File: src/rtl/ifu.sv
// ifu: instruction fetch unit. Issues word fetches, holds the fetched instruction until accepted, and redirects on jump/branch.
// Optional build macro IFU_PREFETCH_EN adds a one-entry sequential prefetch buffer filled while an instruction is held.
module ifu #(
  parameter logic [31:0] RESET_PC = 32'h0000_3000
) (
  input  logic        clk,
  input  logic        rst,
  output logic        imem_req,
  output logic [31:0] imem_addr,
  input  logic        imem_ack,
  input  logic [31:0] imem_rdata,
  output logic [31:0] ins,
  output logic [31:0] ins_pc,
  output logic        ins_valid,
  input  logic        ins_ready,
  input  logic        Branch,
  input  logic        Jump,
  input  logic        Zero
);
  typedef enum logic [1:0] {IDLE = 2'd0, REQ = 2'd1, HOLD = 2'd2, DROP = 2'd3} state_t;

  state_t      state_r, state_s;
  logic [31:0] addr_r, addr_s;
  logic [31:0] ins_r, ins_s;
  logic [31:0] ins_pc_r, ins_pc_s;
  logic        req_r, req_s;
  logic        valid_r, valid_s;
  logic        accept_s, redirect_s;
  logic [31:0] seq_pc_s, target_s;
`ifdef IFU_PREFETCH_EN
  logic [31:0] buf_r, buf_s;
  logic [31:0] tgt_r, tgt_s;
  logic        buf_valid_r, buf_valid_s;
`endif

  // Jump keeps the top nibble of the sequential pc; branch offset is a signed word count.
  function automatic logic [31:0] redirect_target(input logic [31:0] seq_pc,
                                                  input logic [31:0] word,
                                                  input logic        jump);
    logic [31:0] br_off;
    br_off = {{14{word[15]}}, word[15:0], 2'b00};
    if (jump) begin
      return {seq_pc[31:28], word[25:0], 2'b00};
    end else begin
      return seq_pc + br_off;
    end
  endfunction

  assign imem_req  = req_r;
  assign imem_addr = addr_r;
  assign ins       = ins_r;
  assign ins_pc    = ins_pc_r;
  assign ins_valid = valid_r;

  // Decode the accept handshake and the redirect target of the held instruction.
  always_comb begin
    accept_s   = valid_r & ins_ready;
    redirect_s = Jump | (Branch & Zero);
    seq_pc_s   = ins_pc_r + 32'd4;
    target_s   = redirect_target(seq_pc_s, ins_r, Jump);
  end

  // Next-state and next-output logic for the fetch FSM.
  always_comb begin
    state_s  = state_r;
    addr_s   = addr_r;
    req_s    = req_r;
    ins_s    = ins_r;
    ins_pc_s = ins_pc_r;
    valid_s  = valid_r;
`ifdef IFU_PREFETCH_EN
    buf_s       = buf_r;
    buf_valid_s = buf_valid_r;
    tgt_s       = tgt_r;
`endif
    case (state_r)
      IDLE: begin
        state_s = REQ;
        req_s   = 1'b1;
      end
      REQ: begin
        if (imem_ack) begin
          ins_s    = imem_rdata;
          ins_pc_s = addr_r;
          valid_s  = 1'b1;
          state_s  = HOLD;
`ifdef IFU_PREFETCH_EN
          req_s    = 1'b1;
          addr_s   = addr_r + 32'd4;
`else
          req_s    = 1'b0;
`endif
        end else begin
          state_s = REQ;
        end
      end
`ifdef IFU_PREFETCH_EN
      // In HOLD exactly one of req_r (prefetch in flight) and buf_valid_r is set.
      HOLD: begin
        if (accept_s && redirect_s) begin
          buf_valid_s = 1'b0;
          valid_s     = 1'b0;
          if (req_r && !imem_ack) begin
            tgt_s   = target_s;
            state_s = DROP;
          end else begin
            req_s   = 1'b1;
            addr_s  = target_s;
            state_s = REQ;
          end
        end else if (accept_s && buf_valid_r) begin
          ins_s       = buf_r;
          ins_pc_s    = seq_pc_s;
          buf_valid_s = 1'b0;
          req_s       = 1'b1;
          addr_s      = seq_pc_s + 32'd4;
          state_s     = HOLD;
        end else if (accept_s && req_r && imem_ack) begin
          ins_s    = imem_rdata;
          ins_pc_s = addr_r;
          addr_s   = addr_r + 32'd4;
          state_s  = HOLD;
        end else if (accept_s) begin
          valid_s = 1'b0;
          state_s = REQ;
        end else if (req_r && imem_ack) begin
          buf_s       = imem_rdata;
          buf_valid_s = 1'b1;
          req_s       = 1'b0;
          state_s     = HOLD;
        end else begin
          state_s = HOLD;
        end
      end
      DROP: begin
        if (imem_ack) begin
          addr_s  = tgt_r;
          state_s = REQ;
        end else begin
          state_s = DROP;
        end
      end
`else
      HOLD: begin
        if (accept_s) begin
          valid_s = 1'b0;
          req_s   = 1'b1;
          addr_s  = redirect_s ? target_s : seq_pc_s;
          state_s = REQ;
        end else begin
          state_s = HOLD;
        end
      end
      DROP: begin
        req_s   = 1'b0;
        state_s = IDLE;
      end
`endif
      default: begin
        req_s   = 1'b0;
        state_s = IDLE;
      end
    endcase
  end

  // State and output registers; reset abandons any outstanding request.
  always_ff @(posedge clk or posedge rst) begin
    if (rst) begin
      state_r     <= IDLE;
      addr_r      <= RESET_PC;
      req_r       <= 1'b0;
      ins_r       <= 32'h0000_0000;
      ins_pc_r    <= RESET_PC;
      valid_r     <= 1'b0;
`ifdef IFU_PREFETCH_EN
      buf_r       <= 32'h0000_0000;
      buf_valid_r <= 1'b0;
      tgt_r       <= RESET_PC;
`endif
    end else begin
      state_r     <= state_s;
      addr_r      <= addr_s;
      req_r       <= req_s;
      ins_r       <= ins_s;
      ins_pc_r    <= ins_pc_s;
      valid_r     <= valid_s;
`ifdef IFU_PREFETCH_EN
      buf_r       <= buf_s;
      buf_valid_r <= buf_valid_s;
      tgt_r       <= tgt_s;
`endif
    end
  end
endmodule

File: config.mk
export PLATFORM = sky130hd
export DESIGN_NAME = ifu
export DESIGN_NICKNAME = d
export VERILOG_FILES = /design/src/rtl/ifu.sv
export SDC_FILE = /design/constraint.sdc
export NUM_CORES = 1
export LEC_CHECK = 0
export ABC_AREA = 1
export ABC_CLOCK_PERIOD_IN_PS = 4600
export CAP_MARGIN = 40
export CORE_MARGIN = 4
export CORE_UTILIZATION = 50
export CTS_BUF_LIST = sky130_fd_sc_hd__clkbuf_8 sky130_fd_sc_hd__clkbuf_16
export DETAILED_ROUTE_END_ITERATION = 7
export GPL_TIMING_DRIVEN = 0
export PLACE_DENSITY = 0.76
export SYNTH_ARGS = -nofsm -noshare
export SYNTH_HDL_FRONTEND = slang
export SYNTH_SLANG_ARGS = --single-unit
File: constraint.sdc
create_clock -name clk -period 4.6 [get_ports clk]
set_input_delay 0.92 -clock clk [delete_from_list [all_inputs] [get_ports clk]]
set_output_delay 0.92 -clock clk [all_outputs]
set_load 0.01 [all_outputs]
==> reports/qor.yml <==
status:
  outcome: "completed"
global_routing:
  overflow: 0
  grt_max_degree: 61
  grt_pass1_wl_mm: 37.7
  grtUsageTotal_pct: 30.0
  first_global_vias: 6936
  antenna_found_initial: 0
sta:
  min_period_ns: 3.32
  rsz0062_at_grt: "no"
  tightest_slew_ns: 0.888
  finalClockSkew_ns: 0.0121
  fmax_ghz: 0.301
  drv_slew: 0
  hold_ws_ns: 0.497
  finalHoldViolations: 0
  slew_headroom_pct: 40.8
  timing.final.crit_share_pct: 72.2
  setup_viol_count_final: 0
clock_network:
  ctsHoldBuffers: 0
  post-cts-setup-buffer-count: 0
  cts_tree: "done"
  clock_sinks: 100
  clk_latency_ns: 0.37
  cts_resized: 0
  cts_htree_levels: 3
  cts_buffer_depth: 2
  clk_pin_slew_ns: 0.07
  clockRootBuffer: "clkbuf_16"
  cts_buffers: 9
hold_path:
  hold_class: "flip-flop to flip-flop"
die:
  die_w_um: 128
  core_area_sq_um: 14000
  num_rows: 43
  initial_utilization_pct: 51.4
  die_area_sq_um: 16400
  fp.dieH_um: 128
  ios: 137
logic_synthesis:
  postSynthCellCount: 1006
  synth_top_area_share_pct: 33.4
  syn_nets: 1083
  yosysWarnings: 0
  avgSynthCellArea_sq_um: 7.15
  synth-seq-area-share_pct: 34.9
  synth_area_leaders: "dfrtp_1 33%, nand2_1 14%, inv_1 7.5%, ha_1 6.4%, a21oi_1 5.9%"
  netlist_area_sq_um: 7190
  ys_seq_elements: 100
  post_synth_num_cell_types: 44
  synth_top_area_cell: "dfrtp_1"
placed_design:
  dp_hpwl_mm: 19.4
  place_congestion: 0.986
  io_buffers: 135
worst_setup_path:
  cp.required_ns: 4.88
  crit_type: "flip-flop to flip-flop"
  cp-end-kind: "flip-flop"
  path_max_fanout: 5
  startpoint_type: "flip-flop"
  r2r_slack_ns: 1.28
  cp.arrival_ns: 3.60
detailed_routing:
  via_count: 7366
  drtPass1Iterations: 6
  routed_via_density: 5.51
  drc: 0
  drtAntennaViolNets: 0
  drt-total-wl_mm: 24.5
  routedWlPerCell_um: 18.3
  drt_iter0_markers: 676
layout:
  final_cell_mix: "274 x nand2_1, 143 x inv_1, 135 x clkdlybuf4s50_1"
  final_nets: 1230
  seqCellArea_sq_um: 2510
  diodes: 0
  n_fill_cell: 1277
  multi_input_area_sq_um: 4040
  synthToLayoutAreaGrowth_pct: 26.5
  drive_gt1_share_pct: 8.12
  final_common_cell: "nand2_1"
  utilization_pct: 65.0
pwr:
  power_switching_mw: 3.81
  power.density_nw_per_um2: 841
  swShare_pct: 49.7
  ir_drop_v: 0.000416
  clockPowerShare_pct: 10.4
  p_int_mw: 3.85
  pwr-share-comb_pct: 64.9
  p_seq_share_pct: 24.7
  leakagePower_nw: 4.48
job:
  drv_cap: 0
synthesized netlist by cell type (all sizes together):
library cell	n
o221ai	2
clkbuf	14
inv	145
nor4	2
a31oi	7
nand3b	3
nor3	7
nor3b	1
fa	1
a211oi	1
o21bai	5
a21oi	89
nor2	109
nand4	18
a32oi	3
a22oi	2
o211ai	1
xnor2	4
ha	37
buf	9
o22ai	1
or2	4
dfstp	4
and2	5
xor2	18
nand3	63
dfrtp	96
o31ai	1
mux2	35
a21o	1
nand2	282
a221oi	2
o21ai	34
flip-flops by register name (all words and copies together), names as in the netlist:
register and count:
ins_valid 1, imem_req 1, ins_pc 32, imem_addr 32, ins 32, state_r 2
cell type report:
cell class	instances	share of cell area [%]
multi-input cells	738	44.5
flip-flops and latches	100	27.6
repair buffers	136	15.2
inverters	145	6.01
clock buffers	9	2.48
well taps	180	2.48
plain buffers	23	1.02
clock inverters	7	0.812
per-stage QoR:
stage	total power, mW	cells	area, sq um	TNS [ns]	worst slack (ns)
2_1_floorplan	4.88	1006	7190	0	1.07
3_3_place_gp	6.72	1321	8760	-47.86	-0.506
3_5_place_dp	6.79	1322	8790	0	1.39
4_1_cts	7.61	1338	9090	0	1.34
5_1_grt	8.28	1338	9090	0	1.02
6_report	7.65	1338	9090	0	1.28
final timing paths:
check	from	to	cells past startpoint
worst min register to register	ins_valid	ins_valid	2
worst max register to register	ins_pc[6]	imem_addr[23]	17
max in group asynchronous	rst	ins_pc[26]	3
worst min-delay path	ins_valid	ins_valid	2
worst max-delay path	ins_pc[6]	imem_addr[23]	17
min in group asynchronous	rst	imem_addr[3]	2
kinds of logic after synthesis:
group                    synth area share (%)
AND/OR/NAND/NOR                          29.7
XOR/XNOR                                 2.89
buffers and inverters                    8.86
adder cells (fa/ha/maj)                  6.72
multiplexers                             5.48
AO/OA/AOI/OAI                            11.5
flip-flops                               34.9
critical path: stages, from the launching register on:
cell	delay, ns
dfrtp_1	0.45
nand2_1	0.14
nor2_1	0.29
nand2_1	0.09
nor2_1	0.29
xor2_1	0.39
ha_1	0.33
nand2_1	0.14
inv_1	0.07
nand2_1	0.08
inv_1	0.07
a21oi_1	0.18
nand2_1	0.15
nand2_1	0.12
nand2_1	0.06
nand2_1	0.05
nand3_1	0.12
a22oi_1	0.20
power by group through the flow:
stage | registers [mW] | clock network [mW] | logic [mW]
after floorplan | 1.93 | 0 | 2.96
after global placement | 1.87 | 0 | 4.85
after detailed placement | 1.89 | 0 | 4.91
after CTS | 1.87 | 0.795 | 4.94
after global routing | 1.95 | 0.835 | 5.50
final | 1.89 | 0.798 | 4.97
metal layers:
metal | up-vias | GRT usage, % | wire (um)
li1 | 3546 | - | -
met4 | 0 | 8.36 | 626
met2 | 286 | 47.8 | 11200
met3 | 36 | 6.38 | 1650
met5 | - | 0 | 0
met1 | 3498 | 41.6 | 11100
Note: power is estimated with default switching activity, not from simulation.
